===== config.mk =====
export PLATFORM = sky130hd
export DESIGN_NAME = niosii_tcm_loader
export DESIGN_NICKNAME = d
export VERILOG_FILES = /design/src/rtl/niosii_tcm_loader.sv
export SDC_FILE = /design/constraint.sdc
export NUM_CORES = 1
export LEC_CHECK = 0
export ABC_CLOCK_PERIOD_IN_PS = 11050
export CORE_UTILIZATION = 52
export DETAILED_ROUTE_END_ITERATION = 8
export PLACE_DENSITY = 0.75
export SYNTH_ARGS = -nofsm -noshare
export SYNTH_HDL_FRONTEND = slang
export SYNTH_SLANG_ARGS = --single-unit

===== constraint.sdc =====
create_clock -name clk -period 11.05 [get_ports clk]
set_input_delay 2.21 -clock clk [delete_from_list [all_inputs] [get_ports clk]]
set_output_delay 2.21 -clock clk [all_outputs]
set_load 0.005 [all_outputs]

===== src/rtl/niosii_tcm_loader.sv =====
// Loader for port s2 of the dual-port Nios II instruction TCM. It writes a
// valid/ready word stream to consecutive TCM words. When VERIFY is set it then
// reads the range back and compares the read checksum with the write checksum.
// The CPU is held in reset for the whole operation.
module niosii_tcm_loader #(
    parameter int ADDR_W = 12,
    parameter int DATA_W = 32,
    parameter int VERIFY = 1
) (
    input  logic                  clk,
    input  logic                  reset_n,
    input  logic                  start,
    input  logic [ADDR_W-1:0]     base_addr,
    input  logic [ADDR_W:0]       word_count,
    input  logic [DATA_W-1:0]     in_data,
    input  logic                  in_valid,
    output logic                  in_ready,
    output logic [ADDR_W-1:0]     tcm_address,
    output logic                  tcm_chipselect,
    output logic                  tcm_write,
    output logic [DATA_W-1:0]     tcm_writedata,
    output logic [DATA_W/8-1:0]   tcm_byteenable,
    output logic                  tcm_clken,
    input  logic [DATA_W-1:0]     tcm_readdata,
    output logic                  cpu_reset_req,
    output logic                  busy,
    output logic                  done,
    output logic                  error
);

    typedef enum logic [2:0] {
        S_IDLE,
        S_WRITE,
        S_VERIFY_RD,
        S_VERIFY_CMP,
        S_DONE
    } state_t;

    state_t              state;
    logic [ADDR_W-1:0]   base_reg;
    logic [ADDR_W-1:0]   cur_addr;
    logic [ADDR_W:0]     count_reg;
    // Words still to accept in WRITE, reads still to issue in VERIFY_RD.
    logic [ADDR_W:0]     remaining;
    logic [DATA_W-1:0]   sum_w;
    logic [DATA_W-1:0]   sum_r;
    // A read was presented last cycle, so tcm_readdata is valid this cycle.
    logic                sample_pending;
    logic [DATA_W-1:0]   sum_r_total;

    assign tcm_byteenable = '1;
    assign tcm_clken      = 1'b1;

    // Read checksum including the sample that arrives in the current cycle.
    assign sum_r_total = sample_pending ? (sum_r + tcm_readdata) : sum_r;

    // Control FSM. All outputs are registered and describe the current cycle.
    always_ff @(posedge clk or negedge reset_n) begin
        if (!reset_n) begin
            state          <= S_IDLE;
            base_reg       <= '0;
            cur_addr       <= '0;
            count_reg      <= '0;
            remaining      <= '0;
            sum_w          <= '0;
            sum_r          <= '0;
            sample_pending <= 1'b0;
            in_ready       <= 1'b0;
            tcm_address    <= '0;
            tcm_chipselect <= 1'b0;
            tcm_write      <= 1'b0;
            tcm_writedata  <= '0;
            cpu_reset_req  <= 1'b0;
            busy           <= 1'b0;
            done           <= 1'b0;
            error          <= 1'b0;
        end else begin
            done           <= 1'b0;
            sample_pending <= tcm_chipselect & ~tcm_write;
            sum_r          <= sum_r_total;
            case (state)
                S_IDLE: begin
                    if (start) begin
                        base_reg      <= base_addr;
                        cur_addr      <= base_addr;
                        count_reg     <= word_count;
                        remaining     <= word_count;
                        error         <= 1'b0;
                        sum_w         <= '0;
                        sum_r         <= '0;
                        busy          <= 1'b1;
                        cpu_reset_req <= 1'b1;
                        if (word_count == '0) begin
                            state <= S_DONE;
                        end else begin
                            state    <= S_WRITE;
                            in_ready <= 1'b1;
                        end
                    end
                end
                S_WRITE: begin
                    if (remaining == '0) begin
                        // The last write is on the bus this cycle.
                        if (VERIFY != 0) begin
                            state          <= S_VERIFY_RD;
                            tcm_chipselect <= 1'b1;
                            tcm_write      <= 1'b0;
                            tcm_address    <= base_reg;
                            remaining      <= count_reg - 1'b1;
                        end else begin
                            state          <= S_DONE;
                            tcm_chipselect <= 1'b0;
                            tcm_write      <= 1'b0;
                        end
                    end else if (in_valid && in_ready) begin
                        tcm_chipselect <= 1'b1;
                        tcm_write      <= 1'b1;
                        tcm_address    <= cur_addr;
                        tcm_writedata  <= in_data;
                        cur_addr       <= cur_addr + 1'b1;
                        sum_w          <= sum_w + in_data;
                        remaining      <= remaining - 1'b1;
                        if (remaining == 1) begin
                            in_ready <= 1'b0;
                        end
                    end else begin
                        tcm_chipselect <= 1'b0;
                        tcm_write      <= 1'b0;
                    end
                end
                S_VERIFY_RD: begin
                    if (remaining != '0) begin
                        tcm_address <= tcm_address + 1'b1;
                        remaining   <= remaining - 1'b1;
                    end else begin
                        tcm_chipselect <= 1'b0;
                        state          <= S_VERIFY_CMP;
                    end
                end
                S_VERIFY_CMP: begin
                    error <= (sum_r_total != sum_w);
                    state <= S_DONE;
                end
                S_DONE: begin
                    busy          <= 1'b0;
                    cpu_reset_req <= 1'b0;
                    done          <= 1'b1;
                    state         <= S_IDLE;
                end
                default: begin
                    state <= S_IDLE;
                end
            endcase
        end
    end

endmodule

Word level (Yosys, flattened, before mapping)
Index checks and enable logic that the tools add are counted.
{ "op_classes": {"addsub": 6, "n_eq_ne": 15, "mux": 41, "bitwise": 3, "reduce_logical": 20} }
{ "op_table": {"columns": ["cell", "count"], "rows": [
  ["$mux W32", 6],
  ["$mux W12", 6],
  ["$add A32 B32 Y32", 2],
  ["$pmux W32 S2", 1],
  ["$mux W13", 4],
  ["$pmux W12 S2", 2],
  ["$pmux W13 S3", 1],
  ["$ne A32 B32 Y1", 1],
  ["$logic_not A13 Y1", 2],
  ["$sub A13 B1 Y13 const B", 2],
  ["$add A12 B1 Y12 const B", 2],
  ["$ne A2 B2 Y1 const B", 8],
  ["$eq A13 B1 Y1 const B", 1],
  ["$reduce_bool A13 Y1", 1],
  ["$mux W1", 12],
  ["$mux W3", 4],
  ["$pmux W3 S4", 1],
  ["$reduce_and A3 Y1", 3],
  ["$pmux W1 S2", 4],
  ["$reduce_and A2 Y1", 4],
  ["$reduce_and A4 Y1", 2],
  ["$reduce_bool A2 Y1", 4],
  ["$eq A3 B2 Y1 const B", 2],
  ["$reduce_and A6 Y1", 1],
  ["other kinds (8)", 9]
]} }
{ "word_totals": {"regBits": 168, "output_inout_bits": 56} }

Longest topological paths before layout
Gate-level depths: netlist of run 1.
{ "depth": {"depth_word": 5, "depth_mapped": 14} }

Worst setup path after synthesis of run 1
Ideal clock, no wire load.
{ "synth_path": {"kind": "input port to flip-flop", "start": "input tcm_readdata[0]", "end": "register error", "setup_ns": 0.130, "arrival_time_ns": 5.518, "required_time_ns": 10.920, "setup_slack_ns": 5.402, "stages": 13, "path_buffers": 0, "cell_sequence": "ha_1 > fa_1 > a21o_1 > a221o_1 > a2111o_1 > and3_4 > o211a_1 > a41oi_1 > o2111a_1 > nand4_1 > or4_1 > a2111oi_2 > nor3_1"} }
{ "synth_between": {"elab_chain_cells": 4} }
{ "synth_lines": {"columns": ["item", "line_no", "text"], "rows": [
  ["start, declared", "24", "input logic [DATA_W-1:0] tcm_readdata,"],
  ["$add A32 B32 Y32", "55", "assign sum_r_total = sample_pending ? (sum_r + tcm_readdata) : sum_r;"],
  ["$mux W32", "55", null],
  ["$ne A32 B32 Y1", "141", "error <= (sum_r_total != sum_w);"],
  ["$pmux W1 S2", "81", "case (state)"],
  ["end signal, assigned", "141", null],
  ["end, declared", "28", "output logic error"]
]} }
Every way passes these cells.
A chain may end at the register's enable or synchronous reset.

Final worst setup path of run 1
{ "layout_path": {"start": "input tcm_readdata[1]", "end": "register error"} }
Same word-level chain as after synthesis.

==> impl_metrics.yaml, run 1 <==
clock_tree:
  cts.sinks: 168
  holdBufCountCts: 0
  post_cts_buffers: 0
  cts.htree.levels: 4
  clk_pin_slew_ns: 0.08
  clock_path_buffers: 2
  cts_resized: 0
  numCtsBuffers: 17
  clock_latency_ns: 0.45
  tritoncts: "yes"
  cts-root-buf: "clkbuf_16"
timing:
  setup_viol: 0
  post-route-min-period_ns: 6.07
  worst_slew_margin_rel_pct: 22.4
  skew_ns: 0.0191
  finalMaxSlewViolations: 0
  setup_tns_ns: 0
  rsz0062_at_grt: "false"
  final.period_utilization_pct: 55.0
  hold_viol_final: 0
  tightest_slew_ns: 1.16
  max_freq_mhz: 165
die:
  die_h_um: 154
  io_pins: 149
  die_w_um: 154
  core_area_um2: 22600
  die_area_um2: 23600
  initial_core_util_pct: 53.0
  rows: 55
worst_hold_path:
  hold_path_class: "reg2reg"
drt:
  met1Wirelength_um: 16000
  antenna_left: 0
  drt_iter0_drc: 969
  vias_per_cell: 6.05
  drt_wl_total_um: 33900
  wl_met3_um: 1730
  wl_met2_um: 15300
  drt-pass1-iter-count: 5
  wl_per_cell_um: 18.6
  top_layer: "met4"
  drc: 0
  vias: 11000
place:
  place_congestion: 0.957
  io_buffers: 143
  hpwl_um: 25000
synth:
  syn-instance-count: 1427
  ys.warnings.count: 0
  syn_avg_cell_area_um2: 8.38
  synth_ff_type: "dfrtp_1"
  seq_area_frac_synth_pct: 35.1
  synth.cell_area_um2: 12000
  synth-seq-cells: 168
  async_reset_ff_share_pct: 100
  yosys.cell_types.count: 80
  synth_top_area_cell: "dfrtp_1"
  synth_area_leaders: "dfrtp_1 35%, nand2_1 7.2%, ha_1 7.0%"
  synth_top_area_share_pct: 35.1
  synth_edf_count: 0
critical_path:
  critPathRequiredTime_ns: 11.37
  crit_path_end_kind: "register"
  critPathLaunchType: "input pin"
  cp_max_fo: 7
  arrival_ns: 6.39
  critPathKind: "in2reg"
final_layout:
  final_nets: 1690
  reg_top3: "sum_r (32), sum_w (32), tcm_writedata (32)"
  drive_above_1_share_pct: 5.52
  n_antenna_cell: 0
  syn_to_final_growth_pct: 18.5
power_and_ir_drop:
  power_leakage_nw: 6.13
  p_per_area_nw_per_um2: 294
  finalPower_mw: 4.17
  ir_worst_vdd_mv: 0.127
grt:
  grt_start_max_net_pins: 80
  grt_pass1_vias: 10500
  antenna_found_initial: 0
  overflow: 0
  grt_pass1_wl_um: 55000
  grt_use_total_pct: 29.2
run:
  maxCapViolations: 0
run_status:
  status: "finished clean"
==> placed cells by master (no fill, tap or decap), types with 8 or more instances in the layout <==
| master | n |
|---|---|
| a211o_1 | 8 |
| a211oi_1 | 10 |
| a21o_1 | 28 |
| a21oi_1 | 102 |
| a221oi_1 | 10 |
| a31oi_1 | 20 |
| and2_1 | 9 |
| and3_1 | 18 |
| buf_4 | 11 |
| clkbuf_16 | 17 |
| clkdlybuf4s50_1 | 142 |
| dfrtp_1 | 167 |
| ha_1 | 67 |
| inv_1 | 34 |
| mux2_2 | 21 |
| mux2i_1 | 20 |
| nand2_1 | 228 |
| nand2b_1 | 12 |
| nand3_1 | 35 |
| nand4_1 | 12 |
| nor2_1 | 123 |
| nor2b_1 | 10 |
| nor3_1 | 25 |
| nor4_1 | 9 |
| o211ai_1 | 9 |
| o21a_1 | 11 |
| o21ai_0 | 79 |
| o21ai_1 | 16 |
| o22a_1 | 9 |
| o22ai_1 | 11 |
| or3_1 | 12 |
| xnor2_1 | 63 |
| xor2_1 | 50 |
==> synthesized netlist by cell type (5+ instances only) <==
library cell,count
nand2_1,229
dfrtp_1,168
nor2_1,125
a21oi_1,102
o21ai_0,79
ha_1,67
xnor2_1,63
clkbuf_1,55
xor2_1,50
nand3_1,35
inv_1,34
a21o_1,28
nor3_1,25
mux2_2,21
a31oi_1,20
mux2i_1,20
and3_1,18
o21ai_1,17
nand2b_1,12
nand4_1,12
or3_1,12
o21a_1,11
o22ai_1,11
a211oi_1,10
a221oi_1,10
nor2b_1,10
and2_1,9
nor4_1,9
o211ai_1,9
o22a_1,9
a211o_1,8
buf_1,8
a2111oi_0,7
nand3b_1,7
o31ai_1,7
a32oi_1,6
buf_2,6
buf_4,6
a22o_1,5
a22oi_1,5
a41oi_1,5
o221ai_1,5
or2_2,5
==> metal layers <==
metal,vias to the layer above,global-route usage [%]
met5,-,0
met4,0,10.2
met3,56,4.06
met2,320,44.7
met1,5362,42.2
li1,5311,-
==> metrics by stage <==
step | worst slack [ns] | utilization [%] | hold WS, ns | instances | area (um2)
finish | 4.98 | 62.8 | 0.483 | 1826 | 14200
CTS | 5.05 | 62.8 | 0.486 | 1826 | 14200
detailed placement | 4.62 | 60.0 | 0.462 | 1794 | 13600
global route | 4.59 | 62.8 | 0.492 | 1826 | 14200
global placement | 4.73 | 60.0 | 0.458 | 1794 | 13600
floorplan | 5.40 | - | 0.447 | 1431 | 12000
==> power by group <==
group	total (mW)	switching [mW]	internal [mW]
logic	2.31	1.27	1.04
registers	1.23	0.333	0.894
clock network	0.633	0.304	0.329
==> final timing paths <==
kind,from,end,slack (ns),cells past startpoint
max in group asynchronous,reset_n,sum_w[26]$_DFFE_PN0P_,8.15,2
worst min-delay path,tcm_writedata[19]$_DFFE_PN0P_,tcm_writedata[19]$_DFFE_PN0P_,0.48,2
worst min register to register,tcm_writedata[19]$_DFFE_PN0P_,tcm_writedata[19]$_DFFE_PN0P_,0.48,2
worst max-delay path,tcm_readdata[1],error$_DFFE_PN0P_,4.98,13
min in group asynchronous,reset_n,count_reg[6]$_DFFE_PN0P_,1.79,1
worst max register to register,sum_r[4]$_DFF_PN0_,error$_DFFE_PN0P_,6.79,12
==> worst max-delay path, cell delays in order <==
cell and delay, ns:
clkdlybuf4s50_1 0.45, ha_1 0.33, a211oi_1 0.28, o21a_1 0.27
a2bb2oi_2 0.34, o211ai_1 0.27, a2111oi_2 0.66, nor2_1 0.29
xor2_1 0.19, o211ai_1 0.09, or4_1 0.54, a2111oi_2 0.37
nor3_1 0.09
==> final cells by class <==
class                           count  area, um2
Clock inverter                     15        196
Clock buffer                       17        425
Fill cell                        1973       8400
Tap cell                          285        357
Inverter                           34        128
Multi-Input combinational cell   1153       7350
Timing Repair Buffer              154       1520
Sequential cell                   168       4210
==> logic make-up after synthesis <==
group / Yosys count / share of synthesized area (%)
mux: 41 / 3.65
fa+ha+maj: 69 / 7.34
flops: 168 / 35.1
other cells: 1 / 0.0313
simple gates: 525 / 19.7
compound gates: 399 / 21.9
buf+inv: 110 / 3.76
xor+xnor: 114 / 8.47
No activity file was read; power rests on OpenSTA's default activity.
==> inputs of run 2 (changes only) <==
ABC_CLOCK_PERIOD_IN_PS = 5400   (was 11050)
PLACE_DENSITY = 0.78   (was 0.75)
clock period = 5.4 ns   (was 11.05 ns; I/O delays follow)
==> run 2 against run 1 <==
Net effect: the flow now finishes with violations (DRC); clock skew barely moved; core utilization rose by 0.061 points; final cell count rose by 0.33%.
==> impl_metrics.yaml, run 2 (same netlist as run 1, synthesis figures left out) <==
run_status:
  violations: "DRC"
  status: "complete, but fails checks"
die:
  io_pins: 149
  die_h_um: 154
  initial_core_util_pct: 53.0
  rows: 55
  core_area_um2: 22600
  die_area_um2: 23600
  die_w_um: 154
clock_tree:
  cts-root-buf: "clkbuf_16"
  holdBufCountCts: 0
  tritoncts: "yes"
  cts.htree.levels: 4
  clock_path_buffers: 2
  cts_resized: 0
  clock_latency_ns: 0.45
  cts.sinks: 168
  clk_pin_slew_ns: 0.07
  numCtsBuffers: 17
  post_cts_buffers: 0
critical_path:
  r2r_start: "sum_r[0]$_DFF_PN0_"
  critPathKind: "in2reg"
  cp_max_fo: 3
  arrival_ns: 5.13
  cp-startpoint: "tcm_readdata[0]"
  critPathLaunchType: "input pin"
  critPathRequiredTime_ns: 5.71
  crit_path_end_kind: "register"
drt:
  vias: 11200
  antenna_left: 0
  vias_per_cell: 6.13
  drt_wl_total_um: 34400
  drt-pass1-iter-count: 7
  drc: 2
  drt_iter0_drc: 877
  wl_per_cell_um: 18.8
timing:
  final.period_utilization_pct: 89.3
  tightest_slew_ns: 1.16
  setup_tns_ns: 0
  max_freq_mhz: 207
  worst_slack_ns: 0.578
  whs_ns: 0.480
  post-route-min-period_ns: 4.82
  finalMaxSlewViolations: 0
  hold_viol_final: 0
  rsz0062_at_grt: "false"
  setup_viol: 0
  worst_slew_margin_rel_pct: 22.9
  skew_ns: 0.0189
place:
  hpwl_um: 25400
  io_buffers: 143
  pre_cts_slack_ns: 0.164
  place_congestion: 0.973
worst_hold_path:
  hp-start: "tcm_writedata[12]$_DFFE_PN0P_"
  hold_path_class: "reg2reg"
final_layout:
  final_nets: 1696
  drive_above_1_share_pct: 5.88
  final_cell_mix: "228 x nand2_1, 167 x dfrtp_1, 142 x clkdlybuf4s50_1"
  fin_util_pct: 62.9
  n_antenna_cell: 0
  reg_top3: "sum_r (32), sum_w (32), tcm_writedata (32)"
  syn_to_final_growth_pct: 18.6
  mostFrequentLayoutCell: "nand2_1"
grt:
  grt_pass1_vias: 10700
  grt_start_max_net_pins: 98
  grt_use_total_pct: 29.6
  grt_pass1_wl_um: 55900
  antenna_found_initial: 0
  overflow: 0
power_and_ir_drop:
  ir_worst_vdd_mv: 0.279
  power_leakage_nw: 6.15
  p_per_area_nw_per_um2: 602
run:
  maxCapViolations: 0
==> run 2: power by group <==
group	internal, mW	switching [mW]	total [mW]
registers	1.83	0.680	2.51
logic	2.16	2.62	4.78
clock network	0.657	0.596	1.25
==> run 2: layout make-up <==
class,count,area (um2)
Multi-Input combinational cell,1153,7350
Inverter,34,128
Sequential cell,168,4210
Timing Repair Buffer,160,1560
Fill cell,1931,8380
Tap cell,285,357
Clock inverter,15,165
Clock buffer,17,425
==> run 2: routing by layer <==
| metal | vias to the layer above | share of wire [%] | wire [um] | global-route usage, % |
|---|---|---|---|---|
| li1 | 5345 | - | - | - |
| met1 | 5409 | 46 | 15700 | 42.3 |
| met2 | 411 | 46 | 15700 | 46.3 |
| met3 | 57 | 6.3 | 2160 | 3.89 |
| met4 | 0 | 2.4 | 820 | 9.43 |
| met5 | - | 0 | 0 | 0 |
==> run 2: worst paths after layout <==
path,end,cells after the start,slack [ns]
max reg2reg,error$_DFFE_PN0P_,13,1.22
min,tcm_writedata[12]$_DFFE_PN0P_,2,0.48
min reg2reg,tcm_writedata[12]$_DFFE_PN0P_,2,0.48
max in group asynchronous,remaining[9]$_DFFE_PN0P_,2,3.59
min in group asynchronous,remaining[5]$_DFFE_PN0P_,1,0.71
max,error$_DFFE_PN0P_,14,0.58
==> run 2: critical path, cell delays in order <==
cell,delay [ns]
clkdlybuf4s50_1,0.41
ha_1,0.25
fa_1,0.42
a21o_1,0.23
a221o_1,0.38
a2111o_1,0.47
and3_4,0.21
o211a_1,0.20
a41oi_1,0.18
o2111a_1,0.21
nand4_1,0.09
or4_1,0.53
a2111oi_2,0.39
nor3_1,0.08
==> run 2: stage by stage <==
stage / cell area [um2] / instances / power, mW
finish: 14200 / 1832 / 8.54
global route: 14200 / 1832 / 9.16
CTS: 14200 / 1832 / 8.49
detailed placement: 13600 / 1800 / 7.20
global placement: 13600 / 1800 / 7.09
floorplan: 12000 / 1431 / 5.71
==> inputs of run 3 (changes only) <==
PLACE_DENSITY = 0.81   (was 0.78)
==> run 3 against run 2 <==
Net effect: final cell count about the same; maximum frequency up 0.47%; the flow now finishes without violations; die area unchanged; sequential power about the same; worst hold slack worse by 0.030 ns; non-clock buffer count up 1; register-to-register slack better by 0.05 ns; flip-flop and latch count unchanged; clock power up 7%; setup slack better by 0.023 ns; clock-buffer cell count unchanged; clock skew down 0.0059 ns.
==> impl_metrics.yaml, run 3 (same netlist as run 1, synthesis figures left out) <==
critical_path:
  cp_max_fo: 3
  crit_chain: "clkdlybuf4s50_1 > ha_1 > fa_1 > a21o_1 > a221o_1 > a2111o_1 > and3_4 > o211a_1 > a41oi_1 > o2111a_1 > nand4_1 > or4_1 > a2111oi_2 > nor3_1"
  arrival_ns: 5.12
  critPathKind: "in2reg"
  critPathRequiredTime_ns: 5.72
  crit_path_end_kind: "register"
  slowest_stage: "or4_1"
  critPathLaunchType: "input pin"
  cp_slowest_stage_delay_ns: 0.53
clock_tree:
  post_cts_buffers: 0
  holdBufCountCts: 0
  cts.sinks: 168
  clock_path_buffers: 2
  tritoncts: "yes"
  numCtsBuffers: 17
  cts-root-buf: "clkbuf_16"
  cts.htree.levels: 4
  cts_resized: 0
  clock_latency_ns: 0.44
  clk_pin_slew_ns: 0.07
timing:
  whs_ns: 0.450
  final.period_utilization_pct: 88.9
  rsz0062_at_grt: "false"
  post-route-min-period_ns: 4.80
  finalMaxSlewViolations: 0
  setup_viol: 0
  setup_tns_ns: 0
  skew_ns: 0.0130
  tightest_slew_ns: 1.18
  worst_slew_margin_rel_pct: 21.3
  max_freq_mhz: 208
  hold_viol_final: 0
grt:
  grt_pass1_vias: 10700
  overflow: 0
  antenna_found_initial: 0
  grt_pass1_wl_um: 56200
  grt_start_max_net_pins: 99
  grt_use_total_pct: 29.9
final_layout:
  final_nets: 1697
  syn_to_final_growth_pct: 19.0
  reg_top3: "sum_r (32), sum_w (32), tcm_writedata (32)"
  final_cell_mix: "228 x nand2_1, 167 x dfrtp_1, 142 x clkdlybuf4s50_1"
  n_antenna_cell: 0
  drive_above_1_share_pct: 5.94
  mostFrequentLayoutCell: "nand2_1"
run:
  maxCapViolations: 0
power_and_ir_drop:
  finalPower_mw: 8.67
  ir_worst_vdd_mv: 0.249
  combPwrFrac_pct: 55.4
  power_leakage_nw: 6.18
  p_switching_mw: 3.93
  p_int_mw: 4.74
  sequentialPowerShare_pct: 29.2
  p_per_area_nw_per_um2: 609
  clock_power_share_pct: 15.5
  swShare_pct: 45.3
place:
  io_buffers: 143
  hpwl_um: 25600
  place_congestion: 0.969
die:
  die_area_um2: 23600
  io_pins: 149
  die_w_um: 154
  initial_core_util_pct: 53.0
  die_h_um: 154
  rows: 55
  core_area_um2: 22600
drt:
  vias_per_cell: 6.10
  drt-pass1-iter-count: 6
  drt_iter0_drc: 923
  drt_wl_total_um: 34800
  wl_per_cell_um: 19.0
  drc: 0
  vias: 11200
  antenna_left: 0
worst_hold_path:
  hold_path_class: "reg2reg"
run_status:
  status: "finished clean"
==> run 3: cell types whose count changed in the layout (fill, tap and decap cells not counted) <==
| cell | previous run | this run |
|---|---|---|
| bufinv_16 | 1 | 3 |
| buf_4 | 17 | 18 |
| clkinv_4 | 1 | 0 |
| clkinv_8 | 2 | 1 |
| clkinvlp_4 | 2 | 1 |
| inv_8 | 3 | 4 |
==> run 3: power by group through the flow <==
stage / clock network, mW / logic, mW / registers (mW)
6_report: 1.34 / 4.80 / 2.53
3_5_place_dp: 0 / 4.70 / 2.52
3_3_place_gp: 0 / 4.58 / 2.49
2_1_floorplan: 0 / 3.42 / 2.30
4_1_cts: 1.36 / 4.75 / 2.51
5_1_grt: 1.41 / 5.27 / 2.60
==> run 3: critical path, delay by kind of cell <==
kind / cells / cell delay (ns)
buffers and inverters: 1 / 0.42
adders and majority gates: 2 / 0.66
AOI/OAI and AO/OA: 7 / 2.06
and+or+nand+nor: 4 / 0.91
==> run 3: final timing paths <==
kind	end	slack, ns	cells after the start	from
min reg2reg	sample_pending$_DFF_PN0_	0.45	1	tcm_write$_DFFE_PN0P_
min	sample_pending$_DFF_PN0_	0.45	1	tcm_write$_DFFE_PN0P_
max in group asynchronous	remaining[9]$_DFFE_PN0P_	3.55	2	reset_n
max	error$_DFFE_PN0P_	0.60	14	tcm_readdata[0]
min in group asynchronous	count_reg[3]$_DFFE_PN0P_	0.72	1	reset_n
max reg2reg	error$_DFFE_PN0P_	1.27	13	sum_r[0]$_DFF_PN0_
==> run 3: stage by stage <==
| step | instances | util, % | instance area, um2 | setup slack, ns |
|---|---|---|---|---|
| 2_1_floorplan | 1431 | - | 12000 | 0.882 |
| 3_3_place_gp | 1801 | 60.3 | 13600 | 0.258 |
| 3_5_place_dp | 1801 | 60.3 | 13600 | 0.178 |
| 4_1_cts | 1833 | 63.1 | 14200 | 0.618 |
| 5_1_grt | 1833 | 63.1 | 14200 | 0.432 |
| 6_report | 1833 | 63.1 | 14200 | 0.601 |
==> run 3: area by class of cell <==
cell class                 count  area, um2
fill                        1922       8340
sequential                   168       4210
clock inverter                15        204
inverter                      34        128
tap                          285        357
timing repair buffer         161       1570
clock buffer                  17        425
multi-input combinational   1153       7350
==> run 3: per-layer routing <==
metal | wire length, um | vias up | GRT usage, % | part of all wire (%)
met3 | 1970 | 81 | 4.59 | 5.7
met2 | 15500 | 402 | 45.6 | 45
li1 | - | 5339 | - | -
met1 | 16100 | 5354 | 42.3 | 46
met5 | 0 | - | 0 | 0
met4 | 1200 | 0 | 12.2 | 3.5
==> RTL edit 1: new RTL, flow settings as in run 1 <==
Change the parameter `VERIFY` from 1 to 0.
--- a/src/rtl/niosii_tcm_loader.sv
+++ b/src/rtl/niosii_tcm_loader.sv
@@ -5,7 +5,7 @@
 module niosii_tcm_loader #(
     parameter int ADDR_W = 12,
     parameter int DATA_W = 32,
-    parameter int VERIFY = 1
+    parameter int VERIFY = 0
 ) (
     input  logic                  clk,
     input  logic                  reset_n,
Formal check against the unedited RTL: not equivalent (a bounded check fails within 4 cycles, from zero or initial values and one cycle with reset_n low).
==> RTL edit 1 against run 1 <==
- global-route usage is 0.49 points higher
- clock skew down 0.00092 ns
- synthesized area fell by 7.7%
- sequential power shrank 15%
- total power shrank 8.2%
- sequential share of layout area down 2.2 points
- routed wire length fell by 6.6%
- register-to-register slack gained 0.34 ns
- setup slack better by 0.33 ns
- utilization grew 0.83 points
- cell area is 8.0% lower
- sequential cell count decreased by 25
- worst hold slack lost 0.0094 ns
- synthesized cell count shrank 5.3%
==> RTL edit 1: results (changes against run 1) <==
Vias - 10350 (-6.4%)
crit path DAT - 6.05 ns (-0.34 ns)
first-pass GRT wire length - 50960 um (-7.3%)
HP Class - reg2reg
skew final - 0.01823 ns (-0.0009207 ns)
Clock power frac - 0.144 (-0.008)
largest net degree at the start of global routing - 90 (+13%)
Synth Area in Compound Gates - 0.2243 (+0.005634)
top post-synthesis cells by area - dfrtp_1 (32%), ha_1 (7.5%), nand2_1 (6.8%), a21oi_1 (5.9%), xnor2_1 (4.8%)
yosys warns - 0 (unchanged)
r2r startpoint - sum_r[0]
post-synthesis mux area share - 0.02742 (-0.009083)
DP Area - 12480 um2 (-7.9%)
Post-synth top cells - nand2_1 (200), dfrtp_1 (143), a21oi_1 (131)
Cells after DPL - 1697 (-5.4%)
iteration-0 DRC count of the detailed router - 771 (-20%)
Netlist cell types - 87 (+8.8%)
Cells after Synth - 1351 (-5.3%)
post-synthesis adder-cell area fraction - 0.07840 (+0.004980)
initial antenna violation count - 0 (unchanged)
hold_sp - tcm_writedata[10]
post-synthesis sequential area ratio - 0.3240 (-0.02739)
Antenna Cells - 0 (unchanged)
post-cts sizing count - 0 (unchanged)
final WL - 31640 um (-6.6%)
Post-synth ARST share - 1.000 (unchanged)
CP max FO - 6 (-1)
clock buffer depth - 2 (unchanged)
layout cells sized above 1 - 0.05209 (-0.003069)
Setup Buffers After CTS - 0 (unchanged)
Internal - 2.001 mW (-12%)
Peak VDD IR - 143.7 uV (+13%)
Static Leak - 5.628 nW (-8.2%)
total clock buffers created by CTS - 17 (unchanged)
Clock Pin Slew Worst Setup and Hold Paths - 0.07 ns
H-tree depth - 4 (unchanged)
post-placement worst setup slack - 5.025 ns (+0.4094 ns)
vias per cell - 5.984 (-1.1%)
clk pwr - 0.551 mW (-13%)
XOR/XNOR Fraction of Synth Area - 0.08746 (+0.002749)
vias in the first global route - 9619 (-8.3%)
# fillers - 1826 (-7.5%)
latest clock arrival within the worst-skew pair - 0.43 ns (-0.02 ns)
root buffer cell - clkbuf_16
largest registers - sum_r: 32 flops, sum_w: 32 flops, tcm_writedata: 32 flops
Final nets - 1607 (-4.9%)
status - finished, final reports clean
Worst Max-Slew Pin Slew - 0.9570 ns (-0.2053 ns)
GRT Util Overall - 0.2969 (+0.004927)
RePlAce Congestion - 0.9331 (-2.5%)
HPWL after detailed placement - 23620 um (-5.6%)
1st-pass router iterations - 6 (+1)
Worst setup startpoint - tcm_readdata[0]
Seq pwr share - 0.271 (-0.023)
IO Port Bufs - 143 (unchanged)
[RTL edit 1: cell count changes after synthesis, sizes merged, moves of 9 or more]
cell | before | now
nand3 | 35 | 58
clkbuf | 55 | 36
o22a | 9 | 0
a31oi | 20 | 8
a221oi | 10 | 1
buf | 21 | 42
o21ai | 96 | 106
dfrtp | 168 | 143
a21oi | 102 | 136
mux2 | 21 | 2
nand2 | 229 | 201
nand4 | 12 | 22
nor2 | 126 | 110
[RTL edit 1: final timing paths]
check / end / slack, ns / depth (start not counted)
setup / recovery: error / 5.30 / 14
hold / removal: tcm_writedata[10] / 0.47 / 2
setup reg to reg: error / 7.13 / 13
min in group asynchronous: tcm_writedata[12] / 1.81 / 1
hold reg to reg: tcm_writedata[10] / 0.47 / 2
max in group asynchronous: sample_pending / 7.87 / 2
[RTL edit 1: critical path, cell delays in order]
cell,delay [ns]
clkdlybuf4s50_1,0.40
ha_1,0.25
fa_1,0.45
a211oi_2,0.33
o21ai_2,0.17
a22oi_2,0.23
nor2b_1,0.40
mux2i_1,0.14
a211oi_1,0.25
nand4_1,0.14
nor4_1,0.46
nand4b_1,0.17
nor4b_1,0.32
a31oi_1,0.12
[RTL edit 1: final cells by class]
cell class,count,area (um2),share of cell area
Timing Repair Buffer,150,1485,0.1139
Clock inverter,15,131.4,0.01007
Clock buffer,17,425.4,0.03262
Inverter,27,101.3,0.007771
Multi-Input combinational cell,1107,6980,0.5353
Tap cell,270,337.8,0.02590
Sequential cell,143,3580,0.2745
[RTL edit 1: per-layer routing]
metal / wire length (um) / GRT usage / vias up
li1: - / - / 5052
met1: 14900 / 0.4300 / 4917
met2: 14250 / 0.4592 / 335
met3: 1805 / 0.04444 / 42
met4: 690 / 0.08505 / 0
met5: 0 / 0 / -
==> RTL edit 2: new RTL, settings of run 1 <==
Without the edit above. Reset style: synchronous (`reset_n`), changed in one clocked block.
--- a/src/rtl/niosii_tcm_loader.sv
+++ b/src/rtl/niosii_tcm_loader.sv
@@ -55,7 +55,7 @@
     assign sum_r_total = sample_pending ? (sum_r + tcm_readdata) : sum_r;
 
     // Control FSM. All outputs are registered and describe the current cycle.
-    always_ff @(posedge clk or negedge reset_n) begin
+    always_ff @(posedge clk) begin
         if (!reset_n) begin
             state          <= S_IDLE;
             base_reg       <= '0;
Formal check against the unedited RTL: differs if reset_n is asserted again (counterexample within 4 cycles, from zero or initial values and one cycle with reset_n low); with reset_n held inactive, the same outputs for 4 cycles.
==> RTL edit 2 against run 1 <==
- first-iteration DRC count down 8.0%
- maximum frequency up 4.3%
- routed wire length up 13%
- sequential share of layout area down 6.2 points
- synthesized area up 2.3%
- cell area up 1.3%
- count of clock-buffer cells in the layout unchanged
- setup slack better by 0.25 ns
- sequential cell count unchanged
Power is not compared: it rests on default switching activity, and its combinational part moved more than twofold at a synthesized area within 25%.
==> RTL edit 2: results (changes against run 1) <==
HPWL after detailed placement - 28520 um (+14%)
slack of the worst reg-to-reg path - 7.11 ns (+0.32 ns)
met3 wire len - 2174 um (+25%)
met1 Usage GRT - 0.4097 (-0.01259)
largest registers - sum_r: 32 flops, sum_w: 32 flops, tcm_writedata: 32 flops
slowest stage delay, CP - 0.41 ns (-0.25 ns)
Netlist cell types - 88 (+10%)
Synth Area in Compound Gates - 0.2716 (+0.05292)
IO Port Bufs - 143 (unchanged)
grt met2 use - 0.5289 (+0.08196)
1st-pass router iterations - 5 (unchanged)
WHS Endpoint - tcm_writedata[23]
Post-synth top flop - dfxtp_1
post-synthesis adder-cell area fraction - 0.07278 (-0.0006363)
grt met3 use - 0.04791 (+0.007325)
top post-synthesis cells by area - dfxtp_1 (27%), nand2_1 (7.9%), a21oi_1 (7.6%), ha_1 (7.0%), xnor2_1 (4.9%)
largest net degree at the start of global routing - 93 (+16%)
skew final - 0.01398 ns (-0.005168 ns)
clock buffer depth - 2 (unchanged)
r2r startpoint - sum_r[0]
r2r endpoint - error
status - finished, final reports clean
iteration-0 DRC count of the detailed router - 891 (-8.0%)
Clock power frac - 0.296
highest metal used - met4
RePlAce Congestion - 1.034 (+8.0%)
hold_sp - tcm_writedata[23]
post-synthesis mux area share - 0.01911 (-0.01738)
vias in the first global route - 11650 (+11%)
Worst Max-Slew Pin Slew - 1.381 ns (+0.2184 ns)
layout cells sized above 1 - 0.04652 (-0.008634)
vias per cell - 6.076 (+0.41%)
DP Area - 13750 um2 (+1.5%)
class of the most critical setup path - in2reg
met2 wire length - 17860 um (+17%)
Worst setup startpoint - tcm_readdata[0]
syn avg cell area - 7.401 um2 (-12%)
Final nets - 1891 (+12%)
CP max FO - 6 (-1)
# fillers - 2170 (+10%)
XOR/XNOR Fraction of Synth Area - 0.07809 (-0.006616)
final hold slack - 0.4569 ns (-0.02621 ns)
final WL - 38310 um (+13%)
Post-synth ARST share - 0 (-1.000)
total power - 2.115 mW
root buffer cell - clkbuf_16
Slowest cell on crit path - fa_1
first-pass GRT wire length - 61470 um (+12%)
post-placement worst setup slack - 4.855 ns (+0.2393 ns)
met1 wire length - 16600 um (+3.9%)
Period minus WS final - 5.822 ns (-0.2526 ns)
GRT Util Overall - 0.3206 (+0.02859)
Cells after DPL - 2022 (+13%)
post-synthesis sequential area ratio - 0.2748 (-0.07663)
Peak VDD IR - 117.6 uV
Antenna Cells - 0 (unchanged)
Final Non-Filler Cells - 2054 (+12%)
Post-synth top cells - nand2_1 (256), a21oi_1 (185), dfxtp_1 (168)
## RTL edit 2: changes by cell type after synthesis, sizes merged, moves of 15 or more
cell / delta
nand2: +28
xor2: -15
mux2: -18
a21oi: +85
dfxtp: +168
a22oi: +34
nor2: +31
dfrtp: -168
clkbuf: +20
## RTL edit 2: cell type report
cell class,instances,area share
clock buffers,17,0.02963
repair buffers,155,0.1060
clock inverters,15,0.01246
inverters,28,0.007408
well taps,313,0.02728
flip-flops and latches,168,0.2344
multi-input cells,1358,0.5829
## RTL edit 2: logic make-up (layout without fill, tap and decap cells)
family | Yosys count | count (layout)
xor gates and xnor gates | 106 | 106
other | 1 | 5
DFF | 168 | 168
AOI/OAI and AO/OA | 522 | 522
buffers and inverters | 132 | 215
muxes | 23 | 23
adders and majority gates | 70 | 70
and+or+nand+nor | 632 | 632
## RTL edit 2: worst min-delay path, cell delays in order (launching register included)
cell and delay, ns:
dfxtp_1 0.31, nand2_1 0.05, a21oi_1 0.05
